`config.mk`:
```
export PLATFORM = sky130hd
export DESIGN_NAME = pio_edge_servicer
export DESIGN_NICKNAME = d
export VERILOG_FILES = /design/src/rtl/pio_edge_servicer.sv
export SDC_FILE = /design/constraint.sdc
export NUM_CORES = 1
export LEC_CHECK = 0
export CORE_MARGIN = 4
export CORE_UTILIZATION = 34
export CTS_CLUSTER_SIZE = 12
export DETAILED_ROUTE_END_ITERATION = 12
export GPL_ROUTABILITY_DRIVEN = 1
export PLACE_DENSITY = 0.76
export REMOVE_ABC_BUFFERS = 1
export SETUP_SLACK_MARGIN = 0.4
export SLEW_MARGIN = 20
export SYNTH_ARGS = -nofsm -noshare
export SYNTH_HDL_FRONTEND = slang
export SYNTH_SLANG_ARGS = --single-unit
```
`constraint.sdc`:
```
create_clock -name clk -period 1.8 [get_ports clk]
set_clock_uncertainty 0.1 [all_clocks]
set_input_delay 0.18 -clock clk [delete_from_list [all_inputs] [get_ports clk]]
set_output_delay 0.18 -clock clk [all_outputs]
set_load 0.01 [all_outputs]
```
`src/rtl/pio_edge_servicer.sv`:
```
// ============================================================================
// pio_edge_servicer : Avalon-MM host that services an edge-capture PIO
//                     and streams one event record per service.
// Revision          : 1.0
// ============================================================================
`default_nettype none

module pio_edge_servicer #(
    parameter int               WIDTH       = 1,
    parameter logic [WIDTH-1:0] MASK_INIT   = {WIDTH{1'b1}},
    parameter int               POLL_CYCLES = 0,
    parameter int               CNT_W       = 16
) (
    input  logic             clk,
    input  logic             reset_n,
    input  logic             enable,
    output logic [1:0]       pio_address,
    output logic             pio_chipselect,
    output logic             pio_write_n,
    output logic [31:0]      pio_writedata,
    input  logic [31:0]      pio_readdata,
    input  logic             pio_irq,
    output logic             ev_valid,
    input  logic             ev_ready,
    output logic [WIDTH-1:0] ev_edges,
    output logic [WIDTH-1:0] ev_level,
    output logic [CNT_W-1:0] ev_count
);

    localparam logic [2:0] S_INIT        = 3'd0;
    localparam logic [2:0] S_IDLE        = 3'd1;
    localparam logic [2:0] S_RD_EDGE     = 3'd2;
    localparam logic [2:0] S_RD_EDGE_CAP = 3'd3;
    localparam logic [2:0] S_CLR         = 3'd4;
    localparam logic [2:0] S_RD_DATA     = 3'd5;
    localparam logic [2:0] S_RD_DATA_CAP = 3'd6;
    localparam logic [2:0] S_EMIT        = 3'd7;

    logic [2:0]       state_q, state_d;
    logic             init_issued_q;
    logic             poll_tick;
    logic [WIDTH-1:0] edge_q, edge_d;
    logic             cs_q, cs_d;
    logic             wn_q, wn_d;
    logic [1:0]       addr_q, addr_d;
    logic [31:0]      wdata_q, wdata_d;
    logic             ev_valid_q, ev_valid_d;
    logic [WIDTH-1:0] ev_edges_q, ev_level_q;
    logic [CNT_W-1:0] ev_count_q;
    logic             unused_readdata;

    assign unused_readdata = ^pio_readdata;

    generate
        if (POLL_CYCLES > 0) begin : g_poll
            localparam int               TMR_W    = (POLL_CYCLES > 1) ? $clog2(POLL_CYCLES) : 1;
            localparam logic [TMR_W-1:0] TMR_LAST = TMR_W'(POLL_CYCLES - 1);
            logic [TMR_W-1:0] timer_q, timer_d;

            assign poll_tick = (state_q == S_IDLE) && (timer_q == TMR_LAST);
            assign timer_d   = ((state_q == S_IDLE) && !poll_tick) ? timer_q + 1'b1 : '0;

            always_ff @(posedge clk) begin
                if (!reset_n) timer_q <= '0;
                else          timer_q <= timer_d;
            end
        end else begin : g_no_poll
            assign poll_tick = 1'b0;
        end
    endgenerate

    always_ff @(posedge clk) begin
        if (!reset_n) state_q <= S_INIT;
        else          state_q <= state_d;
    end

    // INIT lasts two cycles: the first (just out of reset) only loads the mask write
    always_comb begin
        state_d = state_q;
        case (state_q)
            S_INIT:        if (init_issued_q) state_d = S_IDLE;
            S_IDLE:        if (enable && (pio_irq || poll_tick)) state_d = S_RD_EDGE;
            S_RD_EDGE:     state_d = S_RD_EDGE_CAP;
            S_RD_EDGE_CAP: state_d = (pio_readdata[WIDTH-1:0] == '0) ? S_IDLE : S_CLR;
            S_CLR:         state_d = S_RD_DATA;
            S_RD_DATA:     state_d = S_RD_DATA_CAP;
            S_RD_DATA_CAP: state_d = S_EMIT;
            S_EMIT:        if (ev_ready) state_d = S_IDLE;
            default:       state_d = S_INIT;
        endcase
    end

    assign edge_d = (state_q == S_RD_EDGE_CAP) ? pio_readdata[WIDTH-1:0] : edge_q;

    // Bus outputs are decoded from the next state and registered, so they
    // line up with the state they belong to without any input-to-output path.
    always_comb begin
        cs_d       = 1'b0;
        wn_d       = 1'b1;
        addr_d     = 2'd0;
        wdata_d    = 32'd0;
        ev_valid_d = (state_d == S_EMIT);
        case (state_d)
            S_INIT: begin
                cs_d    = 1'b1;
                wn_d    = 1'b0;
                addr_d  = 2'd2;
                wdata_d = 32'(MASK_INIT);
            end
            S_RD_EDGE: begin
                cs_d   = 1'b1;
                addr_d = 2'd3;
            end
            S_RD_EDGE_CAP: addr_d = 2'd3;
            S_CLR: begin
                cs_d    = 1'b1;
                wn_d    = 1'b0;
                addr_d  = 2'd3;
                wdata_d = 32'(edge_d);
            end
            S_RD_DATA: cs_d = 1'b1;
            default: ;
        endcase
    end

    always_ff @(posedge clk) begin
        if (!reset_n) begin
            init_issued_q <= 1'b0;
            edge_q        <= '0;
            cs_q          <= 1'b0;
            wn_q          <= 1'b1;
            addr_q        <= 2'd0;
            wdata_q       <= 32'd0;
            ev_valid_q    <= 1'b0;
            ev_edges_q    <= '0;
            ev_level_q    <= '0;
            ev_count_q    <= '0;
        end else begin
            init_issued_q <= (state_q == S_INIT);
            edge_q        <= edge_d;
            cs_q          <= cs_d;
            wn_q          <= wn_d;
            addr_q        <= addr_d;
            wdata_q       <= wdata_d;
            ev_valid_q    <= ev_valid_d;
            if (state_q == S_RD_DATA_CAP) begin
                ev_edges_q <= edge_q;
                ev_level_q <= pio_readdata[WIDTH-1:0];
            end
            if (ev_valid_q && ev_ready && (ev_count_q != '1))
                ev_count_q <= ev_count_q + 1'b1;
        end
    end

    assign pio_chipselect = cs_q;
    assign pio_write_n    = wn_q;
    assign pio_address    = addr_q;
    assign pio_writedata  = wdata_q;
    assign ev_valid       = ev_valid_q;
    assign ev_edges       = ev_edges_q;
    assign ev_level       = ev_level_q;
    assign ev_count       = ev_count_q;

endmodule

`default_nettype wire

```
; Yosys cells after proc, flatten, opt, wreduce, memory -nomap -nowiden
; Index checks and enable logic that the tools add are counted.
[word_totals]
register_bits = 60
input_bits = 37
output_inout_bits = 55
wordCells = 43
[op_classes]
addsub = 1
n_eq_ne = 13
n_mux = 10
n_reduce_logical = 8
[ops]
columns = op, n
row1 = $pmux W3 S8, 1
row2 = $eq A3 B3 Y1 const B, 7
row3 = $add A16 B1 Y16 const B, 1
row4 = $ne A16 B16 Y1 const B, 1
row5 = $eq A3 B2 Y1 const B, 4
row6 = $mux W3, 4
row7 = $logic_not A3 Y1, 2
row8 = $pmux W2 S2, 1
row9 = $reduce_or A4 Y1, 1
row10 = $eq A3 B1 Y1 const B, 1
row11 = $logic_and A1 B1 Y1, 3
row12 = $mux W1, 3
row13 = $reduce_or A3 Y1, 1
row14 = $pmux W1 S2, 1
row15 = $reduce_or A2 Y1, 1

; Logic depth before layout (Yosys ltp)
; Gate-level depths: netlist (run 1).
[depth]
word_depth = 6
depth_mapped = 5
depth_no_buf = 5

; Worst setup path before layout (run 1)
; Ideal clock, no wire load.
[synth_path]
path_kind = register to register
startpoint = register ev_count_q[0] (netlist: ev_count[0])
endpoint = register ev_count_q[12] (netlist: ev_count[12])
setup_ns = 0.071
arrival_ns = 1.794
required_time_ns = 1.629
slack_ns = -0.164
stages_incl_launch_ff = 6
n_path_buf = 0
synth_period_minus_slack_ns = 1.964
cell_sequence = dfxtp_1 > ha_1 > nand3_1 > or4_4 > or4_1 > a21oi_1
[synth_via]
elab_chain_cells = 2
word_cells_on_any_way = 3
classes_between = 1 x add/sub / 1 x eq/ne / 1 x reduce/logical
[synth_lines]
columns = item, line_no
row1 = start: declaration, 49  ; logic [CNT_W-1:0] ev_count_q;
row2 = start signal: assignment, 151  ; ev_count_q <= ev_count_q + 1'b1;
row3 = "parallel branches: the longest is 2 deep, another holds $add A16 B1 Y16", n/a
; Parallel ways; which one is timed is not known.
; A chain may end at the register's enable or synchronous reset.

; Worst setup path after layout (run 1)
[layout_path]
startpoint = register ev_count_q[7] (netlist: ev_count[7])
endpoint = register ev_count_q[12] (netlist: ev_count[12])
; Same word-level chain as after synthesis.

==> impl_metrics.ini, run 1 <==
[clock_network]
h-tree-depth = 2
root_buffer = clkbuf_8
cts.sinks = 29
numCtsBuffers = 5
holdBufCountCts = 0
clk_latency_ps = 280
clock_path_buffers = 2
cts_tree = built
path_clk_slew_ps = 60

[timing]
finalCritPeriodShare_pct = 101.7
drv_slew = 0
final-hold-violation-count = 0
max_freq_mhz = 546.4
rsz0062_at_grt = yes
holdWs_ps = 399.9
setup-violations-final = 2
fin_ws_ps = -30.15
fin_crit_ps = 1830

[route]
dr.pass1.iters = 4
ant_nets = 0
drt_wl_total_um = 4822
drt_iter0_drc = 129
routedWlPerCell_um = 15.21
viasPerCell = 5.054
vias = 1602
drcViolationCount = 0

[worst_setup_path]
required_ps = 1910
crit_path_cell_trace = nand4_2 -> or4_4 -> or4_1 -> a21oi_1
critPathTopFamily = simple AND/OR/NAND/NOR gates
cp_slowest_cell = or4_4
worstPathArrival_ps = 1940
crit_fanout = 4
crit_type = reg -> reg
crit_path_start_kind = flop
max_stage_delay_ps = 590
critPathCaptureType = flop
crit_buf_inv = 0

[final_layout]
layout_common_cells = buf_4, conb_1, dlygate4sd2_1
finish.utilization_pct = 57.09
antenna_cells = 0
area_growth_pct = 60.35
drive_gt1_share_pct = 38.87
final_common_cell = buf_4
final_nets = 302

[hold_path]
min_path_type = reg -> reg

[die]
start_util_pct = 35.60
io-pin-count = 92
die_area_um2 = 5774
core.rowCount = 24
die-height_um = 75.99
core_um2 = 4414
fp.dieW_um = 75.99

[power_and_ir_drop]
power_density_nw_per_um2 = 603.4
irDropWorstVdd_mv = 0.3202
p_leak_nw = 1.142

[placed_design]
dp_slack_ps = -326.7
dp_hpwl_um = 2707
io_buffer_count = 29
gp_congestion = 0.8622

[logic_synthesis]
avgSynthCellArea_um2 = 8.541
yosysTopAreaCellShare_pct = 36.94
synth-seq-cells = 29
yosysWarnings = 0
yosysUniqueCellTypes = 37
netlist_area_um2 = 1572
synthTopCellsByArea = dfxtp_1, buf_4, mux2i_1
syn_inst = 184
yosysSeqAreaShare_pct = 36.94
yosysTopAreaCell = dfxtp_1

[global_route]
grt_pass1_vias = 1501
grt_pass1_wl_um = 6755
grt_overflow_total = 0
grt_usage_pct = 14.01
grt_max_degree = 20
grt_antenna_before_repair = 0

[status]
violations = negative setup slack
status = finished with violations

[job]
maxCapViolCount = 0
-- metal layers --
metal	routed length [µm]	global-route usage (%)	vias to the layer above
met5	0	0	-
met4	208	9.075	0
met3	310	4.610	16
met2	2479	24.66	74
met1	1823	13.90	766
li1	-	-	746
-- cell type report --
| class | instances | area (µm²) |
|---|---|---|
| well taps | 52 | 65.06 |
| repair buffers | 80 | 701.9 |
| clock inverters | 1 | 30.03 |
| multi-input cells | 140 | 996.0 |
| fillers | 355 | 1894 |
| inverters | 8 | 30.03 |
| clock buffers | 7 | 86.33 |
| flip-flops and latches | 29 | 610.6 |
-- per-stage QoR --
step / std cells / cell area (µm²) / TNS [ps] / total power (W)
final: 317 / 2520 / -39.12 / 0.001521
after floorplan: 177 / 1429 / -778.1 / 0.0007609
after global routing: 317 / 2520 / -280.3 / 0.001566
after global placement: 284 / 1979 / -1848 / 0.0008231
after detailed placement: 284 / 1979 / -2234 / 0.0008257
after CTS: 307 / 2351 / 0 / 0.001510
-- registers in the layout, summed over array words and instances, names as in the netlist --
| signal | flops |
|---|---|
| ev_edges | 1 |
| init_issued_q | 1 |
| ev_level | 1 |
| pio_address | 2 |
| state_q | 3 |
| edge_q | 1 |
| pio_writedata | 1 |
| ev_count | 16 |
| pio_chipselect | 1 |
| pio_write_n | 1 |
| ev_valid | 1 |
-- cells in the mapped netlist (all sizes together) --
cell type	instances
a211oi	5
a21o	1
a21oi	11
a41o	1
and2	1
and3	2
and4bb	1
buf	31
clkbuf	6
conb	1
dfxtp	29
ha	1
inv	8
mux2	1
mux2i	10
nand2	17
nand2b	8
nand3	6
nand3b	1
nand4	2
nor2	9
nor3	4
nor4	2
nor4b	1
o21a	1
o21ai	4
o311ai	2
o31a	1
o31ai	2
o32a	1
o41ai	4
or2	1
or3	5
or4	4
-- worst paths after layout --
kind                        startpoint                        end  slack (ps)  cells after the start
max           ev_count[7]$_SDFFE_PN0P_  ev_count[12]$_SDFFE_PN0P_         -30                      4
min reg2reg  ev_count[12]$_SDFFE_PN0P_  ev_count[12]$_SDFFE_PN0P_         400                      2
min          ev_count[12]$_SDFFE_PN0P_  ev_count[12]$_SDFFE_PN0P_         400                      2
max reg2reg   ev_count[7]$_SDFFE_PN0P_  ev_count[12]$_SDFFE_PN0P_         -30                      4
-- timing repair --
item | in CTS | in global routing
buffers inserted | 15 | 10
resized for setup | 71 | 35
pin swaps | 10 | 13
endpoints found under the setup margin | 46 | 25
-- power breakdown --
part | leakage [nW] | total [W] | switching (W) | internal (W)
Sequential | 0.244 | 0.000665 | 0.0000111 | 0.000654
Combinational | 0.840 | 0.000153 | 0.0000912 | 0.0000616
Clock | 0.0585 | 0.000703 | 0.000252 | 0.000451
-- worst min-delay path, delay by kind of cell (launching register included) --
kind	cells	cell delay (ps)
DFF	1	340
AOI/OAI and AO/OA	2	120
-- kinds of logic (layout without fill, tap and decap cells) --
group / Yosys count / in the layout / share of synthesized area, %
AO/OA/AOI/OAI: 33 / 33 / 14.25
adder cells (fa/ha/maj): 1 / 1 / 0.7961
buffers and inverters: 45 / 96 / 18.15
flip-flops: 29 / 29 / 36.94
multiplexers: 11 / 11 / 7.086
other: 1 / 31 / 0.2386
AND/OR/NAND/NOR: 64 / 64 / 22.53
Note: power is estimated with default switching activity, not from simulation.
==> run 2, diff against run 1 <==
HOLD_SLACK_MARGIN = 0.1   (was not set)
==> results of run 2 <==
The final DEF is identical to that of run 1; final timing and power are the same.
==> run 3, diff against run 2 <==
PLACE_DENSITY = not set   (was 0.76)
PLACE_DENSITY_LB_ADDON = 0.3   (was not set)
==> run 3 against run 2 <==
Against the previous run:
- final area fell by 11%
- clock power fell by 29%
- sequential share of layout area rose by 2.6 points
- die area unchanged
- the flow still finishes with violations (negative setup slack)
- largest power group is now sequential cells
- via count is 9.9% lower
- highest routed layer unchanged
- first-iteration DRC count is 54% lower
==> impl_metrics.ini, run 3 (same netlist as run 1, synthesis figures left out) <==
[status]
status = finished with violations
violations = negative setup slack

[clock_network]
clk_latency_ps = 270
h-tree-depth = 2
root_buffer = clkbuf_8
numCtsBuffers = 5
clock_path_buffers = 2
cts_tree = built
path_clk_slew_ps = 60
holdBufCountCts = 0
cts.sinks = 29

[die]
start_util_pct = 35.60
core_um2 = 4414
die-height_um = 75.99
io-pin-count = 92
die_area_um2 = 5774
core.rowCount = 24
fp.dieW_um = 75.99

[final_layout]
largest_reg_flops = 16
final_common_cell = conb_1
drive_gt1_share_pct = 29.96
area_growth_pct = 42.28
layout_common_cells = conb_1, buf_4, dlygate4sd2_1
stdcell_area_um2 = 2236
fin_cells = 299
antenna_cells = 0
final_nets = 284
fillCellCount = 429

[placed_design]
dp.cells = 284
post_dp_cell_area_um2 = 1979
dp_hpwl_um = 2604
gp_congestion = 0.8107
dp_slack_ps = -287.4
io_buffer_count = 29

[job]
maxCapViolCount = 0

[route]
drcViolationCount = 0
routedWlPerCell_um = 12.22
dr.pass1.iters = 6
drt_iter0_drc = 59
drt_wl_total_um = 3653
vias = 1443
ant_nets = 0
viasPerCell = 4.826

[worst_setup_path]
crit_fanout = 4
reg2reg_slack_ps = -40
critPathCaptureType = flop
worstPathArrival_ps = 1940
crit_path_start_kind = flop
required_ps = 1900
crit_type = reg -> reg

[timing]
fin_crit_ps = 1843
finalCritPeriodShare_pct = 102.4
drv_slew = 0
setup-violations-final = 2
fin_ws_ps = -42.98
final-hold-violation-count = 0
rsz0062_at_grt = yes
max_freq_mhz = 542.6

[global_route]
grt_pass1_vias = 1305
grt_antenna_before_repair = 0
grt_max_degree = 20
grt_usage_pct = 11.63
grt_pass1_wl_um = 5754
grt_overflow_total = 0

[power_and_ir_drop]
power_density_nw_per_um2 = 587.8
irDropWorstVdd_mv = 0.3078
p_leak_nw = 1.039

[hold_path]
min_path_type = reg -> reg
run 3: cell count changes in the layout (fill, tap and decap cells not counted), moves of 3 or more:
cell,previous run,this run
buf_6,15,5
buf_4,35,27
dfxtp_4,5,2
a211oi_1,1,4
run 3: cell type report:
cell class                      instances  area (µm²)  share of cell area, %
Tap cell                               52       65.06                  2.910
Multi-Input combinational cell        140       919.6                  41.13
Inverter                                8       30.03                  1.343
Clock inverter                          2       10.01                 0.4477
Clock buffer                            6       72.57                  3.246
Timing Repair Buffer                   62       538.0                  24.06
Sequential cell                        29       600.6                  26.86
run 3: through the flow:
stage          setup TNS [ps]  hold slack (ps)  utilization (%)  total power [W]
2_1_floorplan          -778.1            201.7                -        0.0007609
3_3_place_gp            -1991            375.3            44.84        0.0008235
3_5_place_dp            -2241            383.6            44.84        0.0008249
4_1_cts                -37.82            391.0            48.87         0.001322
5_1_grt                -232.3            396.5            50.65         0.001361
6_report               -50.98            382.1            50.65         0.001314
run 3: worst paths after layout:
check             cells after the start                        end             startpoint
setup reg to reg                      6  ev_count[10]$_SDFFE_PN0P_    ev_valid$_SDFF_PN0_
hold / removal                        1   init_issued_q$_SDFF_PN0_  state_q[0]$_SDFF_PN0_
setup / recovery                      6  ev_count[10]$_SDFFE_PN0P_    ev_valid$_SDFF_PN0_
hold reg to reg                       1   init_issued_q$_SDFF_PN0_  state_q[0]$_SDFF_PN0_
run 3: power by group:
| group | internal [W] | switching [W] |
|---|---|---|
| sequential | 0.000660 | 0.0000101 |
| clock | 0.000267 | 0.000234 |
| combinational | 0.0000577 | 0.0000850 |
| total | 0.000985 | 0.000330 |
run 3: metal layers:
layer  vias up  share of wire, %  global-route usage (%)
met1       674                44                   14.22
li1        712                 -                       -
met5         -                 0                       0
met3         6               6.5                   2.837
met4         0               2.0                   4.626
met2        51                48                   19.43
run 3: repair_timing:
item / in CTS / in global routing
setup buffers: 6 / 1
resized for setup: 47 / 19
pin swaps: 9 / 4
endpoints found under the setup margin: 41 / 25
run 3: critical path, stage by stage, from the launching register on:
cell     delay, ps
dfxtp_2        330
nand2_2         70
buf_6          120
or4_4          520
buf_6          140
or3_4          360
a21oi_2        130
